`config.mk`:
```
export PLATFORM = sky130hd
export DESIGN_NAME = wf_bin_to_bcd_4dig_flat
export DESIGN_NICKNAME = d
export VERILOG_FILES = /design/src/rtl/wf_bin_to_bcd_4dig_if.sv /design/src/rtl/wf_bin_to_bcd_4dig.sv /design/src/flat_wrapper.sv
export SDC_FILE = /design/constraint.sdc
export NUM_CORES = 1
export LEC_CHECK = 0
export CORE_UTILIZATION = 55
export CTS_CLUSTER_SIZE = 40
export DETAILED_ROUTE_END_ITERATION = 12
export PLACE_DENSITY = 0.8
export SETUP_SLACK_MARGIN = 0.02
export SLEW_MARGIN = 5
export SYNTH_ARGS = -nofsm -noshare
export SYNTH_HDL_FRONTEND = slang
export SYNTH_SLANG_ARGS = --single-unit
```
`constraint.sdc`:
```
create_clock -name clk -period 3 [get_ports clk]
set_clock_uncertainty 0.15 [all_clocks]
set_input_delay 0.45 -clock clk [delete_from_list [all_inputs] [get_ports clk]]
set_output_delay 0.45 -clock clk [all_outputs]
set_load 0.1 [all_outputs]
```
`src/rtl/wf_bin_to_bcd_4dig_if.sv`:
```
// Handshake and result bundle for the sequential binary-to-BCD converter.
// The master side requests conversions; the slave side is the converter.
interface wf_bin_to_bcd_4dig_if #(
    parameter int BIN_W = 14
) ();
    logic             start;
    logic [BIN_W-1:0] bin_in;
    logic             busy;
    logic             done;
    logic             ovf;
    logic [3:0]       digit0;
    logic [3:0]       digit1;
    logic [3:0]       digit2;
    logic [3:0]       digit3;

    modport master (
        output start, bin_in,
        input  busy, done, ovf, digit0, digit1, digit2, digit3
    );

    modport slave (
        input  start, bin_in,
        output busy, done, ovf, digit0, digit1, digit2, digit3
    );
endinterface

```
`src/rtl/wf_bin_to_bcd_4dig.sv`:
```
// Shift-add-3 (double dabble) binary to 4-digit BCD converter; digits update only on done.
// Optional macro WF_BCD_OVF_GLYPH_EN: overflowed results show "EEEE" instead of "9999".
module wf_bin_to_bcd_4dig #(
    parameter int BIN_W = 14
) (
    input  logic                  clk,
    input  logic                  reset_n,
    wf_bin_to_bcd_4dig_if.slave   bus
);
    localparam int CNT_W = $clog2(BIN_W);
    localparam logic [CNT_W-1:0] CNT_INIT = CNT_W'(BIN_W - 1);

`ifdef WF_BCD_OVF_GLYPH_EN
    localparam logic [3:0] OVF_DIGIT = 4'hE;
`else
    localparam logic [3:0] OVF_DIGIT = 4'h9;
`endif

    typedef enum logic [1:0] {
        ST_IDLE  = 2'd0,
        ST_SHIFT = 2'd1,
        ST_DONE  = 2'd2
    } state_t;

    state_t           state_r;
    logic [BIN_W-1:0] shift_r;
    logic [17:0]      work_r;   // four BCD nibbles plus 2-bit ten-thousands carry
    logic [CNT_W-1:0] cnt_r;
    logic             busy_r;
    logic             done_r;
    logic             ovf_r;
    logic [15:0]      digits_r;

    logic [15:0]      adj_s;
    logic             ovf_s;
    logic [15:0]      res_s;

    function automatic logic [3:0] add3(input logic [3:0] nib);
        logic [3:0] res;
        if (nib >= 4'd5) begin
            res = nib + 4'd3;
        end else begin
            res = nib;
        end
        return res;
    endfunction

    // Add-3 correction on every BCD nibble ahead of the shift.
    always_comb begin
        adj_s = 16'd0;
        for (int i = 0; i < 4; i++) begin
            adj_s[4*i +: 4] = add3(work_r[4*i +: 4]);
        end
    end

    // Final result selection, including the overflow substitution.
    always_comb begin
        ovf_s = (work_r[17:16] != 2'b00) || (work_r[15:12] > 4'd9);
        if (ovf_s) begin
            res_s = {4{OVF_DIGIT}};
        end else begin
            res_s = work_r[15:0];
        end
    end

    // Conversion FSM with registered status and digit outputs.
    always_ff @(posedge clk) begin
        if (!reset_n) begin
            state_r  <= ST_IDLE;
            shift_r  <= '0;
            work_r   <= 18'd0;
            cnt_r    <= '0;
            busy_r   <= 1'b0;
            done_r   <= 1'b0;
            ovf_r    <= 1'b0;
            digits_r <= 16'd0;
        end else begin
            case (state_r)
                ST_IDLE: begin
                    busy_r <= 1'b0;
                    done_r <= 1'b0;
                    if (bus.start) begin
                        shift_r <= bus.bin_in;
                        work_r  <= 18'd0;
                        cnt_r   <= CNT_INIT;
                        state_r <= ST_SHIFT;
                    end
                end
                ST_SHIFT: begin
                    busy_r  <= 1'b1;
                    done_r  <= 1'b0;
                    work_r  <= {work_r[16], adj_s, shift_r[BIN_W-1]};
                    shift_r <= {shift_r[BIN_W-2:0], 1'b0};
                    if (cnt_r == '0) begin
                        state_r <= ST_DONE;
                    end else begin
                        cnt_r <= cnt_r - CNT_W'(1);
                    end
                end
                ST_DONE: begin
                    busy_r   <= 1'b1;
                    done_r   <= 1'b1;
                    ovf_r    <= ovf_s;
                    digits_r <= res_s;
                    state_r  <= ST_IDLE;
                end
                default: begin
                    busy_r  <= 1'b0;
                    done_r  <= 1'b0;
                    state_r <= ST_IDLE;
                end
            endcase
        end
    end

    assign bus.busy   = busy_r;
    assign bus.done   = done_r;
    assign bus.ovf    = ovf_r;
    assign bus.digit0 = digits_r[3:0];
    assign bus.digit1 = digits_r[7:4];
    assign bus.digit2 = digits_r[11:8];
    assign bus.digit3 = digits_r[15:12];
endmodule

```
`src/flat_wrapper.sv`:
```
// flat-port wrapper written by rule: the top's interface ports become plain ports
module wf_bin_to_bcd_4dig_flat 
#(
    parameter int BIN_W = 14
)
  (clk, reset_n, bus_start, bus_bin_in, bus_busy, bus_done, bus_ovf, bus_digit0, bus_digit1, bus_digit2, bus_digit3);
  wf_bin_to_bcd_4dig_if #(.BIN_W(BIN_W)) bus_i ();
  input  logic clk;
  input  logic reset_n;
  input wire logic [$bits(bus_i.start)-1:0] bus_start;
  input wire logic [$bits(bus_i.bin_in)-1:0] bus_bin_in;
  output wire logic [$bits(bus_i.busy)-1:0] bus_busy;
  output wire logic [$bits(bus_i.done)-1:0] bus_done;
  output wire logic [$bits(bus_i.ovf)-1:0] bus_ovf;
  output wire logic [$bits(bus_i.digit0)-1:0] bus_digit0;
  output wire logic [$bits(bus_i.digit1)-1:0] bus_digit1;
  output wire logic [$bits(bus_i.digit2)-1:0] bus_digit2;
  output wire logic [$bits(bus_i.digit3)-1:0] bus_digit3;
  assign bus_i.start = bus_start;
  assign bus_i.bin_in = bus_bin_in;
  assign bus_busy = bus_i.busy;
  assign bus_done = bus_i.done;
  assign bus_ovf = bus_i.ovf;
  assign bus_digit0 = bus_i.digit0;
  assign bus_digit1 = bus_i.digit1;
  assign bus_digit2 = bus_i.digit2;
  assign bus_digit3 = bus_i.digit3;
  wf_bin_to_bcd_4dig #(.BIN_W(BIN_W)) u_core (.clk(clk), .reset_n(reset_n), .bus(bus_i));
endmodule
```
==> results.py, run 1 <==
metrics = {
    "worst_setup_path": {
        "path_max_fanout": 27,
        "path_class": "reg -> reg",
        "critPathLaunchType": "flip-flop",
        "slowest_delay_ns": 0.78,
        "cp_cell_sequence": "inv_1, ha_1, o21a_1, nor2_1, a211oi_1",
        "crit_family": "compound AO/OA/AOI/OAI gates",
        "required_ns": 3.10,
        "worst-path-buf-inv": 1,
        "timing.critical_path.to_type": "flip-flop",
        "critPathArrivalTime_ns": 2.36,
        "slowest_stage": "o21a_1",
    },
    "power_and_ir_drop": {
        "pwr-share-comb": 0.393,
        "power.density_mw_per_mm2": 849,
        "power_frac_clock": 0.228,
        "power.leakage_uw": 0.00120,
        "swShare": 0.400,
        "power.switching_uw": 1070,
        "p_total_uw": 2680,
        "power.internal_uw": 1610,
        "ir_drop_mv": 0.414,
        "pwr-share-seq": 0.378,
    },
    "sta": {
        "min_period_ns": 2.26,
        "rsz0062_at_grt": "no",
        "fin_ws_ns": 0.740,
        "slew_viol_final": 0,
        "fin_crit_sh": 0.753,
        "max_slew.worst_pin.slew_ns": 0.859,
        "fmax_mhz": 442,
        "setup_viol_count_final": 0,
        "fin_tns_setup_ns": 0,
        "relSlewSlack": 0.427,
        "hold_viol": 0,
    },
    "cells_and_area": {
        "final_net_count": 358,
        "antenna_cells": 0,
        "fin_area_mm2": 0.00316,
        "drive_gt1_frac": 0.151,
        "nFillCells": 382,
        "area_delta_synth_final_pct": 17.3,
        "regArea_mm2": 0.00114,
        "post-route-util": 0.669,
        "multi_input_area_mm2": 0.00138,
    },
    "grt": {
        "grt.overflow.total": 0,
        "grt_pass1_vias": 1975,
        "grt_pass1_wl_um": 8960,
        "antenna_found_initial": 0,
        "grt_max_degree": 36,
        "grt.total_usage": 0.228,
    },
    "logic_synthesis": {
        "syn_inst": 295,
        "ys_types": 42,
        "muxShareOfSynthArea": 0.0734,
        "ys_seq_area_frac": 0.424,
        "yosys.area_share.xor_xnor": 0.0260,
        "synth_top_area_frac": 0.424,
        "yosysTopAreaCell": "dfxtp_1",
        "synth_top_flop_cell": "dfxtp_1",
        "synth.ff_latch_count": 57,
        "netlist_area_mm2": 0.00269,
        "synthSimpleGateAreaFrac": 0.150,
        "synth_top_family_by_area": "compound AO/OA/AOI/OAI gates",
        "async_flop_share": 0,
        "synth_edf_count": 0,
        "synth_compound_area_frac": 0.203,
        "avgSynthCellArea_um2": 9.13,
        "yosys_warnings": 0,
        "synth_nets": 325,
        "synthAdderAreaFrac": 0.0604,
        "synth_top_cells_by_area": "dfxtp_1 42%, ha_1 6.0%, mux2i_1 4.8%, a21oi_1 4.5%, a211oi_1 4.5%",
    },
    "clocking": {
        "cts_resized": 0,
        "cts_buffers": 9,
        "path_clk_slew_ns": 0.06,
        "cts_hold_buf": 0,
        "clk_latency_ns": 0.33,
        "cts_root_buffer": "clkbuf_8",
        "clock-sinks": 57,
        "cts_buffer_depth": 2,
        "cts_tree": "done",
        "postCtsSetupBuffers": 0,
        "htree_num_levels": 3,
    },
    "drt": {
        "firstDrtPassIters": 5,
        "routed_wl_um": 5310,
        "viasPerCell": 5.43,
        "drc_errors": 0,
        "wire_per_inst_um": 13.3,
        "drt-initial-drc-count": 147,
        "ant_nets": 0,
        "routed-via-count": 2163,
    },
    "flow_run": {
        "drv_cap": 0,
    },
    "floorplan": {
        "start_util": 0.570,
        "die-width_um": 72.0,
        "die_area_mm2": 0.00518,
        "ioPinCount": 36,
        "rows": 25,
        "die_h_um": 72.0,
        "core_area_mm2": 0.00472,
    },
    "place": {
        "pre_cts_ws_ns": 0.523,
        "portBuffers": 35,
        "gp_congestion": 0.791,
        "place.detailed.hpwl_um": 3630,
        "place_area_mm2": 0.00300,
    },
    "hold_path": {
        "hp-class": "reg -> reg",
    },
    "outcome": {
        "status": "completed",
    },
}
cell families after synthesis:
kind of cell | after synthesis
AO/OA/AOI/OAI | 86
XOR/XNOR | 8
multiplexers | 18
adder cells (fa/ha/maj) | 13
flip-flops | 57
AND/OR/NAND/NOR | 81
buffers and inverters | 32
metrics by stage:
step	std cells	hold WS [ns]
6_report	398	0.317
4_1_cts	398	0.321
2_1_floorplan	295	0.298
5_1_grt	398	0.337
3_3_place_gp	384	0.307
3_5_place_dp	384	0.311
routing by layer:
layer | vias to the layer above | GRT usage | routed length (um)
met5 | - | 0 | 0
li1 | 1095 | - | -
met2 | 45 | 0.360 | 2550
met3 | 10 | 0.0750 | 171
met4 | 0 | 0.109 | 92
met1 | 1013 | 0.282 | 2500
final timing paths:
kind | startpoint | to | slack [ns] | cells after the start
hold reg to reg | u_core.digits_r[13] | u_core.digits_r[13] | 0.32 | 2
setup reg to reg | u_core.state_r[1] | u_core.shift_r[5] | 0.74 | 5
hold / removal | u_core.digits_r[13] | u_core.digits_r[13] | 0.32 | 2
setup / recovery | u_core.state_r[1] | u_core.shift_r[5] | 0.74 | 5
worst register-to-register path: stages, from the launching register on:
cell,delay [ns]
dfxtp_1,0.33
inv_1,0.10
ha_1,0.48
o21a_1,0.78
nor2_1,0.12
a211oi_1,0.22
cells in the mapped netlist (2+ instances only):
master / number
clkbuf_1: 7
o21a_1: 2
buf_4: 3
xor2_1: 4
buf_2: 3
and2_4: 2
inv_1: 13
mux2_2: 4
and2_1: 3
mux2i_1: 13
buf_6: 5
o31ai_1: 2
ha_1: 13
a31oi_1: 5
a211oi_2: 2
a211oi_1: 16
nand4_1: 3
nand3_1: 10
dfxtp_1: 57
nand2_1: 18
o21ai_0: 19
nand2b_1: 12
a21oi_1: 24
nor2_1: 26
o21ai_1: 7
xnor2_1: 4
a22oi_1: 3
layout make-up:
cell class              instances  area share
clock buffers                  14      0.0515
inverters                      14      0.0166
multi-input cells             206       0.436
flip-flops and latches         57       0.361
well taps                      67      0.0265
repair buffers                 40       0.108
state kept, by name (all words and copies together) (netlist names):
| register | cells |
|---|---|
| u_core.bus.done | 1 |
| u_core.state_r | 2 |
| u_core.bus.ovf | 1 |
| u_core.shift_r | 14 |
| u_core.bus.busy | 1 |
| u_core.work_r | 18 |
| u_core.cnt_r | 4 |
| u_core.digits_r | 16 |
cells in the final DEF (no fill, tap or decap), types with 3 or more instances in the layout:
cell type,count
xnor2_1,4
clkbuf_1,3
nand3_1,10
a31oi_1,5
mux2_2,4
ha_1,13
clkdlybuf4s50_1,16
a22oi_1,3
nand2_1,18
buf_4,24
nand4_1,3
and2_1,3
nor2_1,26
xor2_1,4
clkbuf_8,11
o21ai_0,19
a21oi_1,24
inv_1,13
mux2i_1,13
o21ai_1,7
a211oi_1,16
nand2b_1,12
dfxtp_1,57
power groups by stage:
| stage | Sequential (uW) | Combinational [uW] | Clock [uW] |
|---|---|---|---|
| 6_report | 1010 | 1050 | 612 |
| 5_1_grt | 1030 | 1150 | 658 |
| 4_1_cts | 1020 | 1060 | 625 |
| 3_5_place_dp | 1030 | 1050 | 0 |
| 3_3_place_gp | 1030 | 1030 | 0 |
| 2_1_floorplan | 1270 | 659 | 0 |
No activity file was read; power rests on OpenSTA's default activity.
==> run 2: changes to the inputs <==
- CORE_UTILIZATION: 55 -> 54
- PLACE_DENSITY: 0.8 -> 0.79
- clock period: 3 -> 2.3 ns (I/O delays scaled with it)
==> results.py, run 2 (same netlist as run 1, synthesis figures left out) <==
metrics = {
    "sta": {
        "rsz0062_at_grt": "no",
        "fin_tns_setup_ns": 0,
        "fin_crit_sh": 0.814,
        "slew_viol_final": 0,
        "max_slew.worst_pin.slew_ns": 0.435,
        "setup_viol_count_final": 0,
        "relSlewSlack": 0.709,
        "hold_viol": 0,
        "fmax_mhz": 534,
        "hold_ws_ns": 0.319,
        "min_period_ns": 1.87,
    },
    "grt": {
        "gr-usage-met1": 0.284,
        "grt.overflow.total": 0,
        "grt_pass1_vias": 1997,
        "use_met3": 0.0525,
        "grt_use_met2": 0.345,
        "grt.total_usage": 0.223,
        "antenna_found_initial": 0,
        "grt_max_degree": 36,
        "grt_pass1_wl_um": 8910,
        "gr-max-usage-layer": "met2",
    },
    "clocking": {
        "cts_root_buffer": "clkbuf_8",
        "postCtsSetupBuffers": 0,
        "cts_tree": "done",
        "clk_latency_ns": 0.34,
        "cts_hold_buf": 0,
        "htree_num_levels": 3,
        "cts_resized": 0,
        "cts_buffers": 9,
        "clock-sinks": 57,
        "cts_buffer_depth": 2,
        "path_clk_slew_ns": 0.06,
    },
    "floorplan": {
        "start_util": 0.566,
        "rows": 25,
        "core_area_mm2": 0.00475,
        "ioPinCount": 36,
        "die-width_um": 72.6,
        "die_area_mm2": 0.00527,
        "die_h_um": 72.6,
    },
    "worst_setup_path": {
        "path_max_fanout": 24,
        "startpoint": "u_core.state_r[1]",
        "worst_r2r_startpoint": "u_core.state_r[1]",
        "crit_end": "u_core.shift_r[9]",
        "required_ns": 2.40,
        "slowest_delay_ns": 0.37,
        "path_class": "reg -> reg",
        "reg2reg_to": "u_core.shift_r[9]",
        "slowest_stage": "dfxtp_1",
        "cp_cell_sequence": "inv_1, ha_1, nand2b_2, o21a_1, buf_12, nor2_1, a211oi_1",
        "reg2reg_slack_ns": 0.43,
        "critPathArrivalTime_ns": 1.97,
        "critPathLaunchType": "flip-flop",
        "ff2ff_path_depth": 7,
        "timing.critical_path.to_type": "flip-flop",
    },
    "drt": {
        "routed-via-count": 2150,
        "wire_per_inst_um": 13.2,
        "ant_nets": 0,
        "drt-initial-drc-count": 163,
        "routed_wl_um": 5320,
        "viasPerCell": 5.32,
        "drc_errors": 0,
        "firstDrtPassIters": 4,
    },
    "cells_and_area": {
        "layout_commonest_cell": "dfxtp_1",
        "regMostFlops": "u_core.work_r",
        "largest_reg_flops": 18,
        "area_delta_synth_final_pct": 20.6,
        "final_cell_mix": "57 x dfxtp_1, 27 x buf_4, 26 x nor2_1, 24 x a21oi_1, 19 x o21ai_0",
        "fin_area_mm2": 0.00325,
        "final_net_count": 362,
        "antenna_cells": 0,
        "top_regs": "u_core.work_r (18), u_core.digits_r (16), u_core.shift_r (14)",
        "drive_gt1_frac": 0.169,
    },
    "place": {
        "portBuffers": 35,
        "place.detailed.hpwl_um": 3620,
        "place_area_mm2": 0.00304,
        "gp_congestion": 0.809,
    },
    "power_and_ir_drop": {
        "ir_drop_mv": 0.682,
        "pwr-share-seq": 0.354,
        "power.density_mw_per_mm2": 1150,
        "power_frac_clock": 0.260,
        "power.switching_uw": 1440,
        "pwr-share-comb": 0.385,
        "power.internal_uw": 2300,
        "power.leakage_uw": 0.00125,
        "swShare": 0.385,
    },
    "hold_path": {
        "hp-start": "u_core.digits_r[5]",
        "hp-class": "reg -> reg",
    },
    "outcome": {
        "status": "completed",
    },
    "flow_run": {
        "drv_cap": 0,
    },
}
## run 2: worst min path at each step
stage	end	slack [ns]	cells after the start
floorplan	u_core.work_r[13]	0.30	2
global placement	u_core.digits_r[13]	0.31	2
detailed placement	u_core.digits_r[14]	0.31	2
CTS	u_core.digits_r[14]	0.32	2
global route	u_core.digits_r[5]	0.34	2
finish	u_core.digits_r[5]	0.32	2
## run 2: layer usage
layer | vias up | part of all wire
li1 | 1102 | -
met1 | 996 | 0.49
met2 | 35 | 0.45
met3 | 17 | 0.029
met4 | 0 | 0.030
met5 | - | 0
## run 2: layout make-up
class / instances / area [um^2]
Tap cell: 67 / 83.8
Timing Repair Buffer: 44 / 383
Fill cell: 391 / 1510
Multi-Input combinational cell: 206 / 1380
Inverter: 14 / 52.6
Clock inverter: 2 / 35.0
Sequential cell: 57 / 1140
Clock buffer: 14 / 173
## run 2: power by group through the flow
stage,combinational [uW],clock (uW),sequential [uW]
final,1440,972,1320
after global routing,1570,1030,1350
after CTS,1450,987,1320
after detailed placement,1430,0,1340
after global placement,1400,0,1340
after floorplan,860,0,1660
## run 2: worst max-delay path, delay by kind of cell (launching register included)
kind            cells  cell delay [ns]
compound gates      2             0.47
simple gates        2             0.22
buf+inv             2             0.29
fa+ha+maj           1             0.28
flops               1             0.37
## run 2: through the flow
step	utilization	power [uW]	std cells	setup WS (ns)
finish	0.683	3740	404	0.427
global route	0.683	3940	404	0.270
CTS	0.683	3760	404	0.435
detailed placement	0.639	2780	388	0.256
global placement	0.639	2730	388	0.340
floorplan	-	2520	295	0.598
==> run 3: changes to the inputs <==
- CORE_UTILIZATION: 54 -> 49
- PLACE_DENSITY: 0.79 -> 0.75
- clock period: 2.3 -> 1.5 ns (I/O delays scaled with it)
==> results.py, run 3 (same netlist as run 1, synthesis figures left out) <==
metrics = {
    "hold_path": {
        "hp-start": "u_core.shift_r[2]",
        "hp-class": "reg -> reg",
    },
    "place": {
        "place.detailed.hpwl_um": 4360,
        "pre_cts_ws_ns": -0.218,
        "gp_congestion": 0.810,
        "dp.cells": 424,
        "portBuffers": 35,
    },
    "cells_and_area": {
        "largest_reg_flops": 18,
        "final_cells": 455,
        "regMostFlops": "u_core.work_r",
        "drive_gt1_frac": 0.496,
        "final_cell_mix": "47 x dfxtp_1, 42 x buf_4, 23 x buf_12, 19 x a21oi_2, 18 x o21ai_1",
        "area_delta_synth_final_pct": 64.6,
        "final_net_count": 411,
        "layout_commonest_cell": "dfxtp_1",
        "antenna_cells": 0,
        "top_regs": "u_core.work_r (18), u_core.digits_r (16), u_core.shift_r (14)",
        "post-route-util": 0.851,
    },
    "drt": {
        "wire_per_inst_um": 19.9,
        "ant_nets": 0,
        "drc_errors": 0,
        "drt-initial-drc-count": 230,
        "routed-via-count": 2669,
        "firstDrtPassIters": 4,
        "routed_wl_um": 9070,
        "viasPerCell": 5.87,
    },
    "sta": {
        "slew_viol_final": 0,
        "relSlewSlack": 0.750,
        "fin_crit_sh": 1.14,
        "fmax_mhz": 584,
        "rsz0062_at_grt": "yes",
        "fin_ws_ns": -0.212,
        "min_period_ns": 1.71,
        "max_slew.worst_pin.slew_ns": 0.373,
        "hold_viol": 0,
        "setup_viol_count_final": 49,
    },
    "grt": {
        "antenna_found_initial": 0,
        "grt_pass1_vias": 2481,
        "grt.overflow.total": 0,
        "grt.total_usage": 0.263,
        "grt_pass1_wl_um": 11900,
        "grt_max_degree": 23,
    },
    "worst_setup_path": {
        "critPathArrivalTime_ns": 1.80,
        "path_class": "reg -> reg",
        "startpoint": "u_core.state_r[0]",
        "required_ns": 1.59,
        "path_max_fanout": 5,
        "cp_cell_sequence": "inv_4, ha_4, buf_12, nand2b_4, o21a_4, buf_4, nor2_1, a211oi_1",
        "slowest_delay_ns": 0.38,
        "critPathLaunchType": "flip-flop",
        "worst_r2r_startpoint": "u_core.state_r[0]",
        "timing.critical_path.to_type": "flip-flop",
        "slowest_stage": "dfxtp_4",
    },
    "floorplan": {
        "die_area_mm2": 0.00580,
        "die_h_um": 76.1,
        "die-width_um": 76.1,
        "rows": 26,
        "core_area_mm2": 0.00520,
        "start_util": 0.517,
        "ioPinCount": 36,
    },
    "clocking": {
        "htree_num_levels": 3,
        "cts_root_buffer": "clkbuf_8",
        "clock-sinks": 57,
        "path_clk_slew_ns": 0.06,
        "clk_latency_ns": 0.34,
        "cts_buffer_depth": 2,
        "cts_tree": "done",
        "cts_buffers": 9,
        "cts_hold_buf": 0,
    },
    "outcome": {
        "status": "finished with violations",
        "violations": "setup timing",
    },
    "power_and_ir_drop": {
        "power.density_mw_per_mm2": 1700,
        "p_total_uw": 7550,
        "power.leakage_uw": 0.00166,
        "ir_drop_mv": 1.35,
    },
    "flow_run": {
        "drv_cap": 0,
    },
}
==> run 3: changes by cell type in the layout (fill, tap and decap cells not counted), sizes merged <==
cell and delta:
buf +44, and2 +1, clkbuf +2, clkinv +1
==> run 3: cell type report <==
type	count	area [um^2]
multi-input combinational	207	1800
sequential	57	1160
timing repair buffer	92	1130
fill	236	773
clock buffer	12	155
tap	70	87.6
inverter	14	62.6
clock inverter	3	40.0
==> run 3: through the flow <==
step,TNS (ns),hold WS [ns],area [um^2]
after floorplan,-0.929,0.223,2800
after global placement,-5.22,0.335,3650
after detailed placement,-6.68,0.343,3650
after CTS,-2.00,0.346,4080
after global routing,-7.38,0.369,4430
final,-4.96,0.346,4430
==> run 3: worst paths after layout <==
path                                           end  slack, ns  cells after the start
worst max-delay path            u_core.shift_r[13]      -0.21                      8
worst max register to register  u_core.shift_r[13]      -0.21                      8
worst min register to register   u_core.shift_r[2]       0.35                      2
worst min-delay path             u_core.shift_r[2]       0.35                      2
==> run 3: layer usage <==
| metal | global-route usage | vias to the layer above | share of wire |
|---|---|---|---|
| met4 | 0.138 | 0 | 0.035 |
| met3 | 0.0491 | 28 | 0.063 |
| met1 | 0.333 | 1303 | 0.41 |
| li1 | - | 1216 | - |
| met5 | 0 | - | 0 |
| met2 | 0.427 | 122 | 0.49 |
==> run 3: what timing repair did <==
action	in CTS	in global routing
pin swaps	43	28
endpoints found under the setup margin	52	55
setup buffers	3	8
resized for setup	54	50
cloned	2	5
==> run 3: critical path, delay by kind of cell, from the launching register on <==
| kind | cells | cell delay, ns |
|---|---|---|
| flops | 1 | 0.38 |
| compound gates | 2 | 0.44 |
| simple gates | 2 | 0.12 |
| fa+ha+maj | 1 | 0.18 |
| buf+inv | 3 | 0.33 |
==> run 3: where the power goes <==
group / leakage [uW] / internal, uW / switching [uW] / total (uW)
clock: 0.000102 / 844 / 645 / 1490
sequential: 0.000470 / 1850 / 332 / 2180
combinational: 0.00109 / 1830 / 2040 / 3880
